$ cat src/rtl/cache_def.sv
// Shared definitions for the L1 / victim-cache datapath.
// Holds the default geometry constants, the L1 tag word and evict record
// layouts, and the miss-controller state encoding.
package cache_def;

  localparam int unsigned ADDR_W   = 32;
  localparam int unsigned INDEX_W  = 8;
  localparam int unsigned OFFSET_W = 4;
  localparam int unsigned LINE_W   = 8 << OFFSET_W;
  localparam int unsigned TAG_W    = ADDR_W - INDEX_W - OFFSET_W;

  // Tag array word: {valid, dirty, tag}
  typedef struct packed {
    logic             valid;
    logic             dirty;
    logic [TAG_W-1:0] tag;
  } l1_tag_type;

  // Record pushed into the victim cache when an L1 line is displaced
  typedef struct packed {
    logic              valid;
    logic              dirty;
    logic [ADDR_W-1:0] addr;
    logic [LINE_W-1:0] data;
  } evict_data_type;

  typedef enum logic [2:0] {
    StIdle,
    StCompare,
    StVcReq,
    StVcWait,
    StMemReq,
    StFill
  } l1vc_state_type;

endpackage

$ cat src/rtl/l1vc_perf_counters.sv
// Performance counters for the L1 victim-cache miss controller.
// Built only when L1VC_PERF_CNT_EN is defined.
//   state_i     : controller state
//   tag_hit_i   : L1 tag compare result for the current request
//   vc_hit_i    : victim-cache hit response
//   no_acc_o    : accesses (COMPARE entered from IDLE)
//   no_hit_o    : hits on the first compare of an access
//   no_vc_hit_o : victim-cache hits
//   no_miss_o   : memory fills (MEM_REQ entries)
module l1vc_perf_counters
  import cache_def::*;
(
  input  logic           clk_i,
  input  logic           rst_ni,
  input  l1vc_state_type state_i,
  input  logic           tag_hit_i,
  input  logic           vc_hit_i,
  output logic [31:0]    no_acc_o,
  output logic [31:0]    no_hit_o,
  output logic [31:0]    no_vc_hit_o,
  output logic [31:0]    no_miss_o
);

  l1vc_state_type prev_q;
  logic           first_cmp;

  // A compare reached from FILL is the re-compare of the same access
  assign first_cmp = (state_i == StCompare) && (prev_q == StIdle);

  always_ff @(posedge clk_i or negedge rst_ni) begin
    if (!rst_ni) begin
      prev_q      <= StIdle;
      no_acc_o    <= '0;
      no_hit_o    <= '0;
      no_vc_hit_o <= '0;
      no_miss_o   <= '0;
    end else begin
      prev_q <= state_i;
      if (first_cmp) no_acc_o <= no_acc_o + 32'd1;
      if (first_cmp && tag_hit_i) no_hit_o <= no_hit_o + 32'd1;
      if ((state_i == StVcWait) && vc_hit_i) no_vc_hit_o <= no_vc_hit_o + 32'd1;
      if ((state_i == StMemReq) && (prev_q == StVcWait)) no_miss_o <= no_miss_o + 32'd1;
    end
  end

endmodule

$ cat src/rtl/l1_vc_miss_controller.sv
// Direct-mapped L1 data-cache controller, initiator side of the victim-cache
// protocol. A miss probes the VC, fills from the VC or memory, and pushes the
// displaced line into the VC as a one-cycle evict record.
// Optional macro L1VC_PERF_CNT_EN adds the four performance counters; without
// it the counter outputs are tied to zero.
// Ports:
//   cpu_req_*/cpu_res_* : CPU load/store port (request held until ready pulse)
//   l1_*                : external tag/data arrays (combinational read)
//   vc_lookup_*, vc_*   : victim-cache probe and response
//   evict_*             : evict record to the victim cache
//   mem_*               : memory line read
//   no_*_o              : performance counters
module l1_vc_miss_controller
  import cache_def::*;
#(
  parameter int unsigned ADDR_W   = cache_def::ADDR_W,
  parameter int unsigned INDEX_W  = cache_def::INDEX_W,
  parameter int unsigned OFFSET_W = cache_def::OFFSET_W,
  parameter int unsigned LINE_W   = 8 << OFFSET_W,
  parameter int unsigned TAG_W    = ADDR_W - INDEX_W - OFFSET_W
) (
  input  logic                clk_i,
  input  logic                rst_ni,
  input  logic                cpu_req_valid_i,
  input  logic                cpu_req_rw_i,
  input  logic [ADDR_W-1:0]   cpu_req_addr_i,
  input  logic [31:0]         cpu_req_data_i,
  output logic                cpu_res_ready_o,
  output logic [31:0]         cpu_res_data_o,
  output logic [INDEX_W-1:0]  l1_index_o,
  input  logic [TAG_W+1:0]    l1_tag_read_i,
  input  logic [LINE_W-1:0]   l1_data_read_i,
  output logic                l1_we_o,
  output logic [TAG_W+1:0]    l1_tag_write_o,
  output logic [LINE_W-1:0]   l1_data_write_o,
  output logic                vc_lookup_valid_o,
  output logic [ADDR_W-1:0]   vc_lookup_addr_o,
  input  logic                vc_hit_i,
  input  logic                vc_dirty_i,
  input  logic [LINE_W-1:0]   vc_data_i,
  output logic                evict_valid_o,
  output logic [ADDR_W-1:0]   evict_addr_o,
  output logic                evict_dirty_o,
  output logic [LINE_W-1:0]   evict_data_o,
  output logic                mem_req_valid_o,
  output logic [ADDR_W-1:0]   mem_req_addr_o,
  input  logic                mem_ready_i,
  input  logic [LINE_W-1:0]   mem_rdata_i,
  output logic [31:0]         no_acc_o,
  output logic [31:0]         no_hit_o,
  output logic [31:0]         no_vc_hit_o,
  output logic [31:0]         no_miss_o
);

  localparam int unsigned Words = LINE_W / 32;
  localparam int unsigned SelW  = OFFSET_W - 2;

  l1vc_state_type   state_q;
  evict_data_type   old_q;
  l1_tag_type       tag_rd;
  logic [TAG_W-1:0] req_tag;
  logic [INDEX_W-1:0] req_index;
  logic [SelW-1:0]  word_sel;
  logic [ADDR_W-1:0] line_addr;
  logic             tag_hit;
  logic [31:0]      rd_word;
  logic [LINE_W-1:0] merged_line;
  logic             fill_go;
  logic             fill_dirty;
  logic [LINE_W-1:0] fill_data;
  logic             unused_addr_lsbs;

  assign req_tag          = cpu_req_addr_i[ADDR_W-1 -: TAG_W];
  assign req_index        = cpu_req_addr_i[OFFSET_W +: INDEX_W];
  assign word_sel         = cpu_req_addr_i[OFFSET_W-1:2];
  assign line_addr        = {cpu_req_addr_i[ADDR_W-1:OFFSET_W], {OFFSET_W{1'b0}}};
  assign l1_index_o       = req_index;
  assign tag_rd           = l1_tag_read_i;
  assign tag_hit          = tag_rd.valid && (tag_rd.tag == req_tag);
  assign unused_addr_lsbs = ^cpu_req_addr_i[1:0];

  always_comb begin
    rd_word     = '0;
    merged_line = l1_data_read_i;
    for (int unsigned w = 0; w < Words; w++) begin
      if (word_sel == SelW'(w)) begin
        rd_word                 = l1_data_read_i[w*32 +: 32];
        merged_line[w*32 +: 32] = cpu_req_data_i;
      end
    end
  end

  // Both fill sources converge here; memory lines always arrive clean
  assign fill_go    = ((state_q == StVcWait) && vc_hit_i) ||
                      ((state_q == StMemReq) && mem_ready_i);
  assign fill_dirty = (state_q == StVcWait) && vc_dirty_i;
  assign fill_data  = (state_q == StVcWait) ? vc_data_i : mem_rdata_i;

  // Outputs are registered for the state being entered, so each pulse lines
  // up with the cycle the controller spends in the corresponding state.
  always_ff @(posedge clk_i or negedge rst_ni) begin
    if (!rst_ni) begin
      state_q           <= StIdle;
      old_q             <= '0;
      cpu_res_ready_o   <= 1'b0;
      cpu_res_data_o    <= '0;
      l1_we_o           <= 1'b0;
      l1_tag_write_o    <= '0;
      l1_data_write_o   <= '0;
      vc_lookup_valid_o <= 1'b0;
      vc_lookup_addr_o  <= '0;
      evict_valid_o     <= 1'b0;
      evict_addr_o      <= '0;
      evict_dirty_o     <= 1'b0;
      evict_data_o      <= '0;
      mem_req_valid_o   <= 1'b0;
      mem_req_addr_o    <= '0;
    end else begin
      cpu_res_ready_o   <= 1'b0;
      cpu_res_data_o    <= '0;
      l1_we_o           <= 1'b0;
      l1_tag_write_o    <= '0;
      l1_data_write_o   <= '0;
      vc_lookup_valid_o <= 1'b0;
      vc_lookup_addr_o  <= '0;
      evict_valid_o     <= 1'b0;
      evict_addr_o      <= '0;
      evict_dirty_o     <= 1'b0;
      evict_data_o      <= '0;
      mem_req_valid_o   <= 1'b0;
      mem_req_addr_o    <= '0;
      unique case (state_q)
        StIdle: begin
          // The request is still held during the ready cycle; don't relaunch it
          if (cpu_req_valid_i && !cpu_res_ready_o) state_q <= StCompare;
        end
        StCompare: begin
          if (tag_hit) begin
            cpu_res_ready_o <= 1'b1;
            if (cpu_req_rw_i) begin
              l1_we_o         <= 1'b1;
              l1_tag_write_o  <= {1'b1, 1'b1, req_tag};
              l1_data_write_o <= merged_line;
            end else begin
              cpu_res_data_o <= rd_word;
            end
            state_q <= StIdle;
          end else begin
            old_q.valid       <= tag_rd.valid;
            old_q.dirty       <= tag_rd.dirty;
            old_q.addr        <= {tag_rd.tag, req_index, {OFFSET_W{1'b0}}};
            old_q.data        <= l1_data_read_i;
            vc_lookup_valid_o <= 1'b1;
            vc_lookup_addr_o  <= line_addr;
            state_q           <= StVcReq;
          end
        end
        StVcReq: state_q <= StVcWait;
        StVcWait: begin
          if (vc_hit_i) begin
            state_q <= StFill;
          end else begin
            mem_req_valid_o <= 1'b1;
            mem_req_addr_o  <= line_addr;
            state_q         <= StMemReq;
          end
        end
        StMemReq: begin
          if (mem_ready_i) begin
            state_q <= StFill;
          end else begin
            mem_req_valid_o <= 1'b1;
            mem_req_addr_o  <= line_addr;
          end
        end
        StFill: state_q <= StCompare;
        default: state_q <= StIdle;
      endcase
      if (fill_go) begin
        l1_we_o         <= 1'b1;
        l1_tag_write_o  <= {1'b1, fill_dirty, req_tag};
        l1_data_write_o <= fill_data;
        if (old_q.valid) begin
          evict_valid_o <= 1'b1;
          evict_addr_o  <= old_q.addr;
          evict_dirty_o <= old_q.dirty;
          evict_data_o  <= old_q.data;
        end
      end
    end
  end

`ifdef L1VC_PERF_CNT_EN
  l1vc_perf_counters u_perf_counters (
    .clk_i       (clk_i),
    .rst_ni      (rst_ni),
    .state_i     (state_q),
    .tag_hit_i   (tag_hit),
    .vc_hit_i    (vc_hit_i),
    .no_acc_o    (no_acc_o),
    .no_hit_o    (no_hit_o),
    .no_vc_hit_o (no_vc_hit_o),
    .no_miss_o   (no_miss_o)
  );
`else
  assign no_acc_o    = '0;
  assign no_hit_o    = '0;
  assign no_vc_hit_o = '0;
  assign no_miss_o   = '0;
`endif

endmodule

$ cat config.mk
export PLATFORM = sky130hd
export DESIGN_NAME = l1_vc_miss_controller
export DESIGN_NICKNAME = d
export VERILOG_FILES = /design/src/rtl/cache_def.sv /design/src/rtl/l1vc_perf_counters.sv /design/src/rtl/l1_vc_miss_controller.sv
export SDC_FILE = /design/constraint.sdc
export NUM_CORES = 1
export LEC_CHECK = 0
export BUFFER_PORTS_ARGS = -buffer_cell sky130_fd_sc_hd__buf_2
export CAP_MARGIN = 20
export CORE_AREA = 4 4 396 398
export CTS_CLUSTER_SIZE = 24
export DETAILED_ROUTE_END_ITERATION = 6
export DIE_AREA = 0 0 400 402
export PLACE_DENSITY = 0.32
export SETUP_SLACK_MARGIN = 0.02
export SLEW_MARGIN = 20
export SYNTH_ARGS = -nofsm -noshare
export SYNTH_HDL_FRONTEND = slang
export SYNTH_HIERARCHICAL = 1
export SYNTH_SLANG_ARGS = --single-unit
$ cat constraint.sdc
create_clock -name clk_i -period 4.8 [get_ports clk_i]
set_input_delay 1.2 -clock clk_i [delete_from_list [all_inputs] [get_ports clk_i]]
set_output_delay 1.2 -clock clk_i [all_outputs]
set_load 0.01 [all_outputs]
==> results.toml <==
[worst_setup_path]
critPathKind = "input port to flop"
slowest_delay_ns = 0.55
worst-path-buf-inv = 2
cpLargestDelayFamily = "simple AND/OR/NAND/NOR gates"
critical_path_arrival_ns = 3.60
critPathMaxFanout = 85
crit_chain = "buf_2, xnor2_1, nand4_1, nor4b_1, nand4_1, buf_12, o22ai_1"
cp.required_ns = 5.30
cp_num_cells = 7
end_kind = "flop"
worstRegToRegCells = 6
crit_path_top_delay_cell = "nor4b_1"
path_common_cell = "nand4_1"
crit_path_start_kind = "input port"

[die]
core-area_sq_mm = 0.1533
die_h_microns = 402
io_pins = 1025
initial_core_util_pct = 15.42
die_area_sq_mm = 0.1608
fp-row-count = 144
die_w_microns = 400

[place]
place_ws_ns = 0.9958
post_dp_cell_area_sq_mm = 0.03029
placed_cells = 4608
place.gp.congestion = 0.8119
io_buffers = 882
dpl.hpwl_microns = 96200

[drt]
drc = 0
drt_iter0_drc = 718
route.detailed.vias_per_inst = 3.686
routedWlPerCell_microns = 26.10
firstDrtPassIters = 5
ant_nets = 0
routed_wl_microns = 124000
vias = 17510

[global_routing]
grt.total_usage_pct = 14.93
first_global_vias = 18530
grt_overflow = 0
grt_pass1_wl_microns = 165200
antenna_found_initial = 69
grt_max_degree = 90

[sta]
min_period_over_period_pct = 64.62
rsz0062_at_grt = "false"
clock_skew_ns = 0.03844
fin_ws_ns = 1.698
fin_crit_ns = 3.102
hold_viol = 0
tns_ns = 0
hold_slack_ns = 0.4502
worst_pin_slew_ns = 1.036
max-slew-margin-rel_pct = 28.94
slew_viol_final = 0
fmax_mhz = 322.4
setup_viol_count_final = 0

[yosys]
synth.area.top_cells = "dfrtp_1, mux2i_1, buf_4, and2_1, mux2_1"
yosysMostFrequentCell = "dfrtp_1"
synth_xor_area_share_pct = 0.6296
yosysSeqAreaShare_pct = 59.26
yosysWarnings = 6
yosysTopAreaCell = "dfrtp_1"
synth-simple-area-share_pct = 7.788
syn_inst = 1736
synthAdderAreaFrac_pct = 0
synth_top_family_by_area = "multiplexers"
ys_top_cells_by_count = "dfrtp_1, mux2i_1, and2_1, buf_4, o22ai_1"
syn_area_sq_mm = 0.02365
synth_ff_type = "dfrtp_1"
synth_edf_count = 0
synth_area_per_cell_sq_um = 13.62
synth_compound_area_share_pct = 4.228
ys_types = 46
synth_mux_area_share_pct = 20.98
ys_seq_elements = 560
async_reset_ff_share_pct = 100.0
yosysTopAreaCellShare_pct = 59.26

[clock_network]
post_cts_buffers = 0
tritoncts = "done"
hold_buffers = 0
path_clk_slew_ns = 0.06
cts_inserted_buffers = 75
clock_sinks = 560
clockBufferDepth = 3
ctsRootBufferMaster = "clkbuf_16"
htree_levels = 3
cts.repair.resized = 0
clk_latency_ns = 0.67

[layout]
nNetsFinal = 3118
stdcell_count = 4749
drive_gt1_share_pct = 43.78
fin_util_pct = 21.42
finalInstanceArea_sq_mm = 0.03285
synthToLayoutAreaGrowth_pct = 38.91

[worst_hold_path]
hold_class = "flop to flop"
whs_path_depth = 1

[run]
drv_cap = 0

[power_and_ir_drop]
total_power_mw = 16.84
power_density_mw_per_mm2 = 512.8
leakagePower_nw = 16.63
irDropWorstVdd_uv = 273.8

[status]
status = "complete, no violations"
[cell families after synthesis]
group / after synthesis
other: 1
AOI/OAI and AO/OA: 155
and+or+nand+nor: 297
DFF: 560
xor gates and xnor gates: 17
buffers and inverters: 269
muxes: 437
[final cells by class]
| cell class | instances | area (sq um) |
|---|---|---|
| Fill cell | 16760 | 120500 |
| Multi-Input combinational cell | 1046 | 8542 |
| Timing Repair Buffer | 948 | 5137 |
| Antenna cell | 14 | 35.03 |
| Clock inverter | 21 | 352.8 |
| Sequential cell | 560 | 14010 |
| Clock buffer | 106 | 2173 |
| Inverter | 10 | 37.54 |
| Tap cell | 2044 | 2557 |
[routing by layer]
| layer | track usage (%) | share of wire, % |
|---|---|---|
| met5 | 0 | 0.18 |
| met4 | 3.791 | 2.6 |
| met3 | 4.678 | 7.8 |
| met2 | 24.20 | 47 |
| met1 | 19.26 | 43 |
[final timing paths]
check                      slack [ns]                    to          startpoint
min in group asynchronous        0.57   vc_lookup_addr_o[7]              rst_ni
max in group asynchronous        3.17             old_q[49]              rst_ni
setup reg to reg                 2.12   l1_data_write_o[33]          state_q[0]
hold / removal                   0.45      evict_data_o[22]           old_q[22]
setup / recovery                 1.70  l1_data_write_o[118]  cpu_req_addr_i[15]
hold reg to reg                  0.45      evict_data_o[22]           old_q[22]
[power by group]
group          switching [mW]  internal, mW  total (mW)  leakage (nW)
registers               0.458          5.92        6.38          7.40
clock network            2.36          3.45        5.80          1.23
logic                    2.60          2.06        4.66          7.99
[placed cells by master (no fill, tap or decap), types with 17 or more instances in the layout]
cell type,instances
buf_2,879
dfrtp_1,560
mux2i_1,256
and2_1,174
conb_1,140
o22ai_1,128
mux2_1,79
clkbuf_16,75
mux2_2,70
nor2b_1,58
buf_4,51
mux4_2,32
and3_1,25
clkbuf_8,18
buf_12,17
[sequential cells by signal, indices dropped and copies added (netlist names)]
register / cells
l1_data_write_o: 128
mem_req_addr_o: 28
evict_data_o: 128
evict_valid_o: 1
cpu_res_data_o: 32
cpu_res_ready_o: 1
vc_lookup_valid_o: 1
old_q: 158
state_q: 3
mem_req_valid_o: 1
l1_tag_write_o: 22
evict_dirty_o: 1
vc_lookup_addr_o: 28
evict_addr_o: 28
Power figures use the tool's default switching activity.
